[config.mk]
export PLATFORM = sky130hd
export DESIGN_NAME = rk_sdspi_flat
export DESIGN_NICKNAME = d
export VERILOG_FILES = /design/src/rtl/rk_sdspi_pkg.sv /design/src/rtl/rk_sdspi_if.sv /design/src/rtl/rk_sdspi_div.sv /design/src/rtl/rk_sdspi.sv /design/src/flat_wrapper.sv
export SDC_FILE = /design/constraint.sdc
export NUM_CORES = 1
export LEC_CHECK = 0
export CAP_MARGIN = 25
export CORE_MARGIN = 1
export CORE_UTILIZATION = 51
export CTS_CLUSTER_SIZE = 25
export DETAILED_ROUTE_END_ITERATION = 6
export DONT_BUFFER_PORTS = 1
export GPL_TIMING_DRIVEN = 0
export PLACE_DENSITY = 0.73
export SYNTH_ARGS = -nofsm -noshare
export SYNTH_HDL_FRONTEND = slang
export SYNTH_HIERARCHICAL = 1
export SYNTH_SLANG_ARGS = --single-unit
[constraint.sdc]
create_clock -name clk -period 4.7 [get_ports clk]
set_input_delay 0.705 -clock clk [delete_from_list [all_inputs] [get_ports clk]]
set_output_delay 0.705 -clock clk [all_outputs]
set_load 0.005 [all_outputs]
[src/rtl/rk_sdspi_pkg.sv]
// rk_sdspi_pkg: shared constants and types for the SD-card SPI master.
//   H_SLOW_DEF / H_FAST_DEF : default SCK half-periods in clk cycles
//   DIV_W                   : half-period counter width
//   CTRL_*                  : bit positions in the CTRL register
//   state_e                 : transfer FSM states
package rk_sdspi_pkg;
  localparam int H_SLOW_DEF = 60;  // 48 MHz / 120 = 400 kHz
  localparam int H_FAST_DEF = 3;   // 48 MHz / 6   = 8 MHz
  localparam int DIV_W      = 8;

  localparam int CTRL_CS   = 0;
  localparam int CTRL_FAST = 1;
  localparam int CTRL_BUSY = 7;

  typedef enum logic {
    ST_IDLE  = 1'b0,
    ST_SHIFT = 1'b1
  } state_e;
endpackage

[src/rtl/rk_sdspi_if.sv]
// rk_sdspi_if: CPU-side register window of the SD SPI master.
//   addr  : 0 = CTRL, 1 = DATA
//   we_n  : active-low write strobe (level, may be held)
//   idata : write data
//   odata : read data, combinational on addr
interface rk_sdspi_if;
  logic       addr;
  logic       we_n;
  logic [7:0] idata;
  logic [7:0] odata;

  modport master (output addr, we_n, idata, input odata);
  modport slave  (input addr, we_n, idata, output odata);
endinterface

[src/rtl/rk_sdspi_div.sv]
// rk_sdspi_div: loadable half-period down-counter.
//   load   : force counter to reload (transfer start)
//   en     : count enable
//   reload : value taken on load and after each tick (H-1)
//   tick   : one-cycle pulse when the enabled counter reaches zero
module rk_sdspi_div
  import rk_sdspi_pkg::*;
(
  input  logic             clk,
  input  logic             reset_n,
  input  logic             load,
  input  logic             en,
  input  logic [DIV_W-1:0] reload,
  output logic             tick
);
  logic [DIV_W-1:0] cnt;

  assign tick = en && (cnt == '0);

  always_ff @(posedge clk) begin
    if (!reset_n)          cnt <= '0;
    else if (load || tick) cnt <= reload;
    else if (en)           cnt <= cnt - 1'b1;
  end
endmodule

[src/rtl/rk_sdspi.sv]
// rk_sdspi: byte-wide SPI mode-0 master for the SD card.
//   clk, reset_n : 48 MHz clock, synchronous active-low reset
//   bus          : CPU register window (CTRL = {busy,5'b0,fast,cs}, DATA = rx)
//   sd_miso      : card DO
//   sd_cs_n, sd_mosi, sd_sck : card CS#, DI, CLK
// Build option: RK_SDSPI_FAST_EN makes the CTRL fast bit writable and selects
// H_FAST; without it the fast bit reads 0 and H is fixed at H_SLOW.
module rk_sdspi
  import rk_sdspi_pkg::*;
#(
  parameter int H_SLOW = H_SLOW_DEF,
  parameter int H_FAST = H_FAST_DEF
) (
  input  logic          clk,
  input  logic          reset_n,
  rk_sdspi_if.slave     bus,
  input  logic          sd_miso,
  output logic          sd_cs_n,
  output logic          sd_mosi,
  output logic          sd_sck
);
  state_e           state, state_nxt;
  logic             we_q, we_fall, start, ctrl_wr;
  logic             busy, div_en, tick;
  logic             cs, fast;
  logic [7:0]       shreg, rx, ctrl_rd;
  logic [2:0]       bitcnt;
  logic [DIV_W-1:0] div_reload;

  // Only the falling edge of the strobe counts, so a held-low we_n acts once.
  assign we_fall = !bus.we_n && we_q;
  assign start   = we_fall &&  bus.addr && (state == ST_IDLE);
  assign ctrl_wr = we_fall && !bus.addr && (state == ST_IDLE);

  // FSM: state register
  always_ff @(posedge clk) begin
    if (!reset_n) state <= ST_IDLE;
    else          state <= state_nxt;
  end

  // FSM: next state
  always_comb begin
    state_nxt = state;
    case (state)
      ST_IDLE:  if (start) state_nxt = ST_SHIFT;
      ST_SHIFT: if (tick && sd_sck && bitcnt == 3'd7) state_nxt = ST_IDLE;
      default:  state_nxt = ST_IDLE;
    endcase
  end

  // FSM: outputs
  always_comb begin
    busy   = (state == ST_SHIFT);
    div_en = busy;
  end

`ifdef RK_SDSPI_FAST_EN
  // H is latched at start so a mode change cannot disturb a running byte.
  logic [DIV_W-1:0] h_new, h_lat;
  assign h_new      = fast ? DIV_W'(H_FAST) : DIV_W'(H_SLOW);
  assign div_reload = start ? h_new - 1'b1 : h_lat - 1'b1;

  always_ff @(posedge clk) begin
    if (!reset_n) begin
      fast  <= 1'b0;
      h_lat <= DIV_W'(H_SLOW);
    end else begin
      if (ctrl_wr) fast  <= bus.idata[CTRL_FAST];
      if (start)   h_lat <= h_new;
    end
  end
`else
  assign fast       = 1'b0;
  assign div_reload = DIV_W'(H_SLOW - 1);
`endif

  rk_sdspi_div u_div (
    .clk     (clk),
    .reset_n (reset_n),
    .load    (start),
    .en      (div_en),
    .reload  (div_reload),
    .tick    (tick)
  );

  // Shifting left on the rise leaves the next outgoing bit in shreg[7],
  // ready to be driven on the following fall.
  always_ff @(posedge clk) begin
    if (!reset_n) begin
      we_q   <= 1'b1;
      cs     <= 1'b0;
      shreg  <= 8'hFF;
      rx     <= 8'hFF;
      bitcnt <= 3'd0;
      sd_sck <= 1'b0;
      sd_mosi<= 1'b1;
    end else begin
      we_q <= bus.we_n;
      if (ctrl_wr) cs <= bus.idata[CTRL_CS];
      if (start) begin
        shreg   <= bus.idata;
        sd_mosi <= bus.idata[7];
        bitcnt  <= 3'd0;
      end else if (tick) begin
        if (!sd_sck) begin
          sd_sck <= 1'b1;
          shreg  <= {shreg[6:0], sd_miso};
        end else begin
          sd_sck <= 1'b0;
          if (bitcnt == 3'd7) begin
            rx      <= shreg;
            sd_mosi <= 1'b1;
          end else begin
            bitcnt  <= bitcnt + 3'd1;
            sd_mosi <= shreg[7];
          end
        end
      end
    end
  end

  assign sd_cs_n = ~cs;

  always_comb begin
    ctrl_rd            = '0;
    ctrl_rd[CTRL_BUSY] = busy;
    ctrl_rd[CTRL_FAST] = fast;
    ctrl_rd[CTRL_CS]   = cs;
  end

  assign bus.odata = bus.addr ? rx : ctrl_rd;
endmodule

[src/flat_wrapper.sv]
// flat-port wrapper written by rule: the top's interface ports become plain ports
module rk_sdspi_flat import rk_sdspi_pkg::*;
#(
  parameter int H_SLOW = H_SLOW_DEF,
  parameter int H_FAST = H_FAST_DEF
)
  (clk, reset_n, sd_miso, sd_cs_n, sd_mosi, sd_sck, bus_addr, bus_we_n, bus_idata, bus_odata);
  rk_sdspi_if bus_i ();
  input  logic clk;
  input  logic reset_n;
  input  logic sd_miso;
  output logic sd_cs_n;
  output logic sd_mosi;
  output logic sd_sck;
  input wire logic [$bits(bus_i.addr)-1:0] bus_addr;
  input wire logic [$bits(bus_i.we_n)-1:0] bus_we_n;
  input wire logic [$bits(bus_i.idata)-1:0] bus_idata;
  output wire logic [$bits(bus_i.odata)-1:0] bus_odata;
  assign bus_i.addr = bus_addr;
  assign bus_i.we_n = bus_we_n;
  assign bus_i.idata = bus_idata;
  assign bus_odata = bus_i.odata;
  rk_sdspi #(.H_SLOW(H_SLOW), .H_FAST(H_FAST)) u_core (.clk(clk), .reset_n(reset_n), .bus(bus_i), .sd_miso(sd_miso), .sd_cs_n(sd_cs_n), .sd_mosi(sd_mosi), .sd_sck(sd_sck));
endmodule
==> results of run 1 <==
[registers in the layout, indices dropped and copies added, names as in the netlist]
signal	flops
u_core/bitcnt	3
u_core/busy	1
u_core/cs	1
u_core/rx	8
u_core/sd_mosi	1
u_core/sd_sck	1
u_core/shreg	8
u_core/u_div/cnt	8
u_core/we_q	1
[layer usage]
layer / vias to the layer above / routed length, um
li1: 654 / -
met1: 599 / 1530
met2: 29 / 1390
met3: 4 / 172
met4: 0 / 31
met5: - / 0
[through the flow]
stage	total power [mW]	hold slack, ns	setup WS, ns	util [%]	std cells
final	0.605	0.490	2.60	59.5	237
after detailed placement	0.413	0.472	2.64	57.0	229
after floorplan	0.394	0.448	2.80	-	185
after global placement	0.408	0.459	2.72	57.0	229
after global routing	0.637	0.475	2.50	59.5	237
after CTS	0.612	0.481	2.63	59.5	237
[kinds of logic (layout without fill, tap and decap cells)]
family | count (synthesis) | count (layout) | synth area share (%)
compound gates | 43 | 43 | 18.2
xor+xnor | 5 | 5 | 2.61
fa+ha+maj | 4 | 4 | 2.99
buf+inv | 25 | 33 | 7.69
flops | 32 | 32 | 38.2
mux | 13 | 13 | 7.84
other cells | 2 | 8 | 0.448
simple gates | 55 | 55 | 22.0
[where the power goes]
part	switching [mW]	internal (mW)	total, mW
Clock	0.0863	0.111	0.198
Combinational	0.0535	0.0489	0.102
Sequential	0.0181	0.286	0.304
Total	0.158	0.447	0.605
[cells in the final DEF, fill, tap and decap left out, types with 8 or more instances in the layout]
| cell type | n |
|---|---|
| a21oi_1 | 12 |
| nand2_1 | 8 |
| dfxtp_1 | 32 |
| nor2_1 | 9 |
| and3b_1 | 8 |
| o21ai_1 | 9 |
| mux2i_1 | 12 |
| inv_1 | 14 |
| o311ai_1 | 8 |
| conb_1 | 8 |
[final cells by class]
cell class | instances | area [um^2]
Buffer | 11 | 76.3
Clock buffer | 6 | 41.3
Clock inverter | 2 | 35.0
Fill cell | 300 | 1250
Inverter | 14 | 52.6
Multi-Input combinational cell | 128 | 930
Sequential cell | 32 | 641
Tap cell | 44 | 55.1
[worst reg2reg max path, stage by stage (launching register included)]
cell and delay, ns:
dfxtp_1 0.39, nor4_4 0.43, and4_1 0.40, nand3_2 0.24
buf_2 0.25, o21ai_1 0.14, o311ai_1 0.11
[worst paths after layout]
check / slack (ns) / end / depth (start not counted) / from
setup reg to reg: 2.60 / u_core/rx[6]$_SDFFE_PN1P_ / 6 / u_core/u_div/cnt[3]$_SDFFE_PN0P_
setup / recovery: 2.60 / u_core/rx[6]$_SDFFE_PN1P_ / 6 / u_core/u_div/cnt[3]$_SDFFE_PN0P_
hold / removal: 0.49 / u_core/rx[2]$_SDFFE_PN1P_ / 2 / u_core/rx[2]$_SDFFE_PN1P_
hold reg to reg: 0.49 / u_core/rx[2]$_SDFFE_PN1P_ / 2 / u_core/rx[2]$_SDFFE_PN1P_
==> results.md, run 1 <==
* Maximum clock path buffer count at 2
* Synth cell count leaders: dfxtp_1, inv_1, a21oi_1, mux2i_1
* Final Hold Fails at 0
* Synthesized area per cell at ~9.4 um^2
* Initial core utilization at 54.5%
* Final setup viols at 0
* Main synth FF type: dfxtp_1
* Period utilization at between 40% and 50%
* Delay-heaviest family, CP: simple AND/OR/NAND/NOR gates
* Vias per cell at between 5 and 6
* Hold WC Path Type: flop to flop
* P_leak at between 0.8 and 0.9 nW
* # hold bufs at CTS at 0
* Minimum clock period at 2.10 ns
* Post-CTS setup buffer count at 0
* Maxcap violations at 0
* HPWL after DPL at roughly 2400 um
* Row count at 20
* Worst-Skew Late Latency at roughly 0.32 ns
* CTS sink cnt at 32
* Post-Syn Area at approximately 1700 um^2
* Routing usage on met1 at 26.2%
* Synth cell types at 42
* Vias in the first global route at roughly 1200
* YS warnings at 6
* Layout cells sized above 1 at 14.0%
* Element type at the critical path end: flop
* CP required at about 4.9 ns
* First-pass GRT wire length at 5150 um
* Slew Limit Fails at 0
* Antenna-violating nets left at 0
* PostCTS Resize Cnt at 0
* Routed wire per std cell at about 13 um
* Pwr dens at ~330 nW/um^2
* Final TNS setup at 0 ns
* Post-synth EDFFs at 0
* CTS root buffer: clkbuf_4
* Layout area overhead at 9.18%
* #FFs+latches synth at 32
* Sequential share of the synthesized area at between 30% and 40%
* I/O pins at 24
* Die area at approximately 3500 um^2
* Finished Cell Area at 1830 um^2
* CP Launch Type: flop
* DP Area at ~1800 um^2
* GRT Max-Usage Layer: met2
* DRC violations left at 0
* Total Wirelength at 3120 um
* Largest stage delay on the critical path at around 0.43 ns
* Synth top area cells: dfxtp_1, mux2i_1, and3b_1
* Async S/R FF share, synth at 0%
* M2 GR Usage at just over 30%
* Top cell type's share of synthesized area at a little under two fifths
* Initial antenna violation count at 0
* Pre-antenna DRT Iters at 4
* Width of the die at slightly below 60 um
* Diode count at 0
* Worst Setup Path Type: flop to flop
* TritonCTS Buffers at 5
* GRT overflow at 0
* Die height at 59.3 um
* Most frequent cell after synthesis: dfxtp_1
* Core Area at around 3100 um^2
* Area leader, netlist: dfxtp_1
* Syn Inst Count at 179
* Routed vias at 1286
* Gr usage total at 19.6%
* Arr. time, crit path at 2.28 ns
* Grt met3 use at 4.80%
* Worst path bufs/invs at 1
* Initial drt markers at slightly below 80
* Number of buffers added on ports at 0
* Clock transition at path regs at 0.10 ns
* Largest net degree at the start of global routing at 12
* RSZ-0062 raised after global routing: no
* Max FO, Critical Path at 10
* Peak VDD IR at roughly 0.30 mV
* Maximum clock frequency at around 480 MHz
* NumNets Final at between 200 and 250
* Setup Skew at around 0.0052 ns
* Cell chain of the critical path: nor4_4 > and4_1 > nand3_2 > buf_2 > o21ai_1 > o311ai_1
* Worst path slowest cell: nor4_4
* H-tree depth at 2
* CTS tree: done
* Routability congestion estimate at about 0.76
* Run status: completed
Note: power is estimated with default switching activity, not from simulation.
==> inputs of run 2 (changes only) <==
==> constraint.sdc (replaced) <==
create_clock -name clk -period 2.1 [get_ports clk]
set_input_delay 0.315 -clock clk [delete_from_list [all_inputs] [get_ports clk]]
set_output_delay 0.315 -clock clk [all_outputs]
set_load 0.005 [all_outputs]
==> run 2 against run 1 <==
First-iteration DRC count is 3.8% higher; largest power group unchanged; sequential share of layout area hardly changed; wire length is 0.38% higher; final cell count stayed put; flip-flop and latch count stayed put; critical endpoint unchanged; non-clock buffer count stayed put; clock power is 120% higher; die area stayed put; clock skew hardly changed.
==> results.md, run 2 (synthesized netlist as in run 1, its figures left out) <==
* Run status: completed
* Final Hold Fails at 0
* Worst Setup Path Type: flop to flop
* Hold path depth at 1
* Pwr dens at 739 nW/um^2
* Worst R2R End: u_core/rx[6]$_SDFFE_PN1P_
* Maximum clock frequency at about 500 MHz
* Layout cells sized above 1 at about 15%
* Met1 Wirelength at roughly 1500 um
* Arr. time, crit path at ~2.2 ns
* Core Util, Final at between 50% and 60%
* Final TNS setup at 0 ns
* Total Wirelength at roughly 3100 um
* TritonCTS Buffers at 5
* Origin of the critical flop-to-flop path: u_core/u_div/cnt[4]$_SDFFE_PN0P_
* Worst R2R Path Depth at 6
* Vias per cell at 5.47
* Final setup viols at 0
* Antenna-violating nets left at 0
* Routability congestion estimate at approximately 0.76
* Vias in the first global route at 1187
* I/O pins at 24
* Min-delay src: bus_we_n
* Setup Skew at between 0.005 and 0.006 ns
* Routed wire per std cell at 13.2 um
* Commonest non-fill, non-tap cell in the layout: dfxtp_1
* Width of the die at about 59 um
* CTS sink cnt at 32
* Maxcap violations at 0
* H-tree depth at 2
* CTS root buffer: clkbuf_4
* Max layer used: met4
* Largest regs: u_core/rx: 8 flops, u_core/shreg: 8 flops, u_core/u_div/cnt: 8 flops
* Element type at the critical path end: flop
* GRT overflow at 0
* Initial antenna violation count at 0
* Row count at 20
* RSZ-0062 raised after global routing: no
* First-pass GRT wire length at between 5000 and 6000 um
* Peak VDD IR at between 0.6 and 0.7 mV
* DP Area at ~1800 um^2
* Finished Cell Area at around 1800 um^2
* CTS tree: done
* CP Launch Type: flop
* Diode count at 0
* NumNets Final at between 200 and 250
* Maximum clock path buffer count at 2
* Met3 Wirelength at 166 um
* Gr usage total at 19.6%
* Switching Fraction at a little over a quarter
* Layout area overhead at 9.48%
* Clock transition at path regs at 0.10 ns
* CP required at between 2 and 2.5 ns
* Reg area at ~640 um^2
* Number of buffers added on ports at 0
* Worst-Skew Late Latency at ~0.32 ns
* Switching power at around 0.36 mW
* Final Power at around 1.4 mW
* Routed vias at approximately 1300
* Multi-input gate area at 931 um^2
* Slew Limit Fails at 0
* Initial core utilization at 54.5%
* Final hold slack at approximately 0.1 ns
* Minimum clock period at just under 2 ns
* DRC violations left at 0
* HPWL after DPL at roughly 2400 um
* Period utilization at 94.5%
* Comb pwr share at 17.0%
* Core Area at between 3000 and 4000 um^2
* Initial drt markers at 82
* Pre-antenna DRT Iters at 4
* Int Pwr at between 1 and 1.5 mW
* Met2 wire len at ~1400 um
* Die area at between 3000 and 4000 um^2
* Worst reg-to-reg setup slack at approximately 0.11 ns
* Max FO, Critical Path at 10
* Hold WC Path Type: primary input to flop
* Die height at a little under 60 um
* Largest net degree at the start of global routing at 12
* Sequential Power Share at between 50% and 60%
* Highest-count cells in the layout ignoring fill and taps: dfxtp_1, inv_1, mux2i_1, a21oi_1
* Clock Power Share at about a third
* P_leak at about 0.86 nW
* Hold path endpoint: u_core/we_q$_SDFF_PN1_
* # fillers at 300
run 2: area by class of cell:
class,instances,area share (%)
Clock inverter,2,1.91
Tap cell,44,3.00
Multi-Input combinational cell,128,50.7
Sequential cell,32,35.0
Buffer,11,4.29
Inverter,14,2.86
Clock buffer,6,2.25
run 2: worst max-delay path, stage by stage, from the launching register on:
cell and delay [ns]:
dfxtp_1 0.38, nor4_4 0.39, and4_2 0.37, nand3_2 0.21
buf_2 0.25, o21ai_1 0.14, o311ai_1 0.11
run 2: routing by layer:
metal	up-vias	global-route usage [%]
met2	31	30.2
met3	4	4.80
met4	0	8.16
met1	609	26.2
met5	-	0
li1	653	-
run 2: through the flow:
stage / setup slack [ns] / std cells
finish: 0.115 / 237
global placement: 0.122 / 229
global route: 0.0140 / 237
CTS: 0.0332 / 237
detailed placement: 0.0438 / 229
floorplan: 0.345 / 185
run 2: worst max path at each step:
stage | from | endpoint | slack, ns | cells past startpoint
floorplan | u_core/u_div/cnt[3]$_SDFFE_PN0P_ | u_core/rx[0]$_SDFFE_PN1P_ | 0.35 | 6
global route | u_core/u_div/cnt[4]$_SDFFE_PN0P_ | u_core/rx[6]$_SDFFE_PN1P_ | 0.01 | 6
finish | u_core/u_div/cnt[4]$_SDFFE_PN0P_ | u_core/rx[6]$_SDFFE_PN1P_ | 0.11 | 6
global placement | u_core/u_div/cnt[3]$_SDFFE_PN0P_ | u_core/rx[7]$_SDFFE_PN1P_ | 0.12 | 6
CTS | u_core/u_div/cnt[3]$_SDFFE_PN0P_ | u_core/rx[6]$_SDFFE_PN1P_ | 0.03 | 6
detailed placement | u_core/u_div/cnt[3]$_SDFFE_PN0P_ | u_core/rx[6]$_SDFFE_PN1P_ | 0.04 | 6
run 2: power by group through the flow:
stage / clock [mW] / sequential, mW / combinational, mW
6_report: 0.444 / 0.682 / 0.230
3_3_place_gp: 0 / 0.692 / 0.220
5_1_grt: 0.481 / 0.688 / 0.256
2_1_floorplan: 0 / 0.686 / 0.196
4_1_cts: 0.458 / 0.682 / 0.230
3_5_place_dp: 0 / 0.695 / 0.228
run 2: repair_timing:
action	4_1_cts	5_1_grt
hold endpoints to repair	0	0
buffers inserted	0	0
hold buffers	0	0
setup endpoints to repair	0	8
resized for setup	0	3
==> inputs of run 3 (changes only) <==
--- a/config.mk
+++ b/config.mk
@@ -11,7 +11,7 @@
 export CTS_CLUSTER_SIZE = 25
 export DETAILED_ROUTE_END_ITERATION = 6
 export DONT_BUFFER_PORTS = 1
-export GPL_TIMING_DRIVEN = 0
+export GPL_TIMING_DRIVEN = 1
 export PLACE_DENSITY = 0.73
 export SYNTH_ARGS = -nofsm -noshare
 export SYNTH_HDL_FRONTEND = slang
==> run 3 against run 2 <==
Sequential power barely moved; design area shrank 3.4%; via count down 5.6%; clock skew rose by 0.0070 ns; total power increased by 0.51%; critical endpoint is now u_core/shreg[7]$_SDFFE_PN1P_; global-route usage fell by 1.0 points; count of clock-buffer cells in the layout down 1.
==> results.md, run 3 (synthesized netlist as in run 1, its figures left out) <==
* DRC violations left at 0
* Period utilization at 91.4%
* Final Hold Fails at 0
* Place WS at 0.222 ns
* Max FO, Critical Path at 8
* Width of the die at between 50 and 60 um
* Row count at 20
* Maxcap violations at 0
* Vias per cell at around 5.4
* Slew Limit Fails at 0
* Hold WC Path Type: primary input to flop
* HPWL after DPL at 2060 um
* GRT overflow at 0
* Setup Skew at 0.0121 ns
* Commonest non-fill, non-tap cell in the layout: dfxtp_1
* Worst R2R Path Depth at 6
* Worst reg-to-reg setup slack at approximately 0.18 ns
* # hold bufs at CTS at 0
* # fillers at about 270
* H-tree depth at 2
* CTS tree: done
* PostCTS Resize Cnt at 0
* Die area at approximately 3500 um^2
* Run status: completed
* RSZ-0062 raised after global routing: no
* CP Launch Type: flop
* First-pass GRT wire length at slightly below 5000 um
* Element type at the critical path end: flop
* CP required at around 2.3 ns
* Clock transition at path regs at 0.10 ns
* Multi-input gate area at 930 um^2
* Initial antenna violation count at 0
* Worst path bufs/invs at 1
* Final setup viols at 0
* Max transition margin at 65.4%
* Initial core utilization at 54.5%
* Delay-heaviest family, CP: simple AND/OR/NAND/NOR gates
* Peak VDD IR at ~0.52 mV
* CTS sink cnt at 32
* Layout cells sized above 1 at roughly 11%
* Largest regs: u_core/rx: 8 flops, u_core/shreg: 8 flops, u_core/u_div/cnt: 8 flops
* Levels on crit path at 6
* CTS root buffer: clkbuf_4
* Maximum clock frequency at roughly 520 MHz
* Arr. time, crit path at between 2 and 2.5 ns
* Pwr dens at between 700 and 800 nW/um^2
* Minimum clock period at between 1.5 and 2 ns
* Initial drt markers at 39
* Gr usage total at between 10% and 20%
* Least-Margin Pin Slew at approximately 0.52 ns
* Routed vias at 1225
* Routed wire per std cell at ~13 um
* Routability congestion estimate at roughly 0.86
* P_leak at a little over 0.8 nW
* Antenna-violating nets left at 0
* Maximum clock path buffer count at 2
* Post-CTS setup buffer count at 0
* Total Wirelength at around 3000 um
* Number of buffers added on ports at 0
* Diode count at 0
* Final TNS setup at 0 ns
* Worst Setup Path Type: flop to flop
* Die height at 59.3 um
* Reg area at about 640 um^2
* Final hold slack at roughly 0.046 ns
* Worst path slowest cell: dfxtp_1
* Largest stage delay on the critical path at 0.44 ns
* Worst-Skew Late Latency at between 0.3 and 0.4 ns
* Vias in the first global route at approximately 1100
* NumNets Final at 200
* Post-route setup slack at ~0.18 ns
* I/O pins at 24
* Layout area overhead at 5.75%
* Highest-count cells in the layout ignoring fill and taps: dfxtp_1, inv_1, mux2i_1, a21oi_1
* Largest net degree at the start of global routing at 34
* Hold path depth at 1
* Cell chain of the critical path: inv_1 > ha_1 > and4_1 > nand2b_1 > mux2i_1 > a21oi_1
* Core Area at 3080 um^2
* Pre-antenna DRT Iters at 4
* TritonCTS Buffers at 5
[run 3: area by class of cell]
cell class                 count  area share (%)
inverter                      14            2.96
multi-input combinational    128            52.4
clock buffer                   5            2.12
timing repair buffer           2           0.847
clock inverter                 3            2.40
tap                           44            3.11
sequential                    32            36.1
[run 3: power by group]
part,leakage (nW),switching [mW],internal (mW)
combinational,0.522,0.110,0.105
sequential,0.262,0.0419,0.641
clock,0.0412,0.217,0.248
total,0.825,0.369,0.994
[run 3: metrics by stage]
step | cells | total power, mW | cell area (um^2) | util, %
after floorplan | 185 | 0.881 | 1700 | -
after global placement | 220 | 0.898 | 1690 | 55.0
after detailed placement | 220 | 0.906 | 1690 | 55.0
after CTS | 228 | 1.37 | 1770 | 57.6
after global routing | 228 | 1.43 | 1770 | 57.6
final | 228 | 1.36 | 1770 | 57.6
[run 3: path summary, 6_finish.rpt]
| check | end | from |
|---|---|---|
| min | u_core/sd_mosi$_SDFFE_PN1P_ | reset_n |
| max reg2reg | u_core/shreg[7]$_SDFFE_PN1P_ | u_core/u_div/cnt[0]$_SDFFE_PN0P_ |
| max | u_core/shreg[7]$_SDFFE_PN1P_ | u_core/u_div/cnt[0]$_SDFFE_PN0P_ |
| min reg2reg | u_core/u_div/cnt[7]$_SDFFE_PN0P_ | u_core/u_div/cnt[7]$_SDFFE_PN0P_ |
[run 3: routing by layer]
layer	vias to the layer above	part of all wire, %	GRT usage (%)	wire length [um]
met2	22	44	29.1	1320
met1	565	50	23.1	1490
met5	-	0	0	0
li1	634	-	-	-
met4	0	1.0	9.52	31
met3	4	5.6	5.46	168
[run 3: worst reg2reg max path, cell delays in order (launching register included)]
cell and delay (ns):
dfxtp_1 0.44, inv_1 0.10, ha_1 0.26, and4_1 0.28, nand2b_1 0.38, mux2i_1 0.25, a21oi_1 0.08
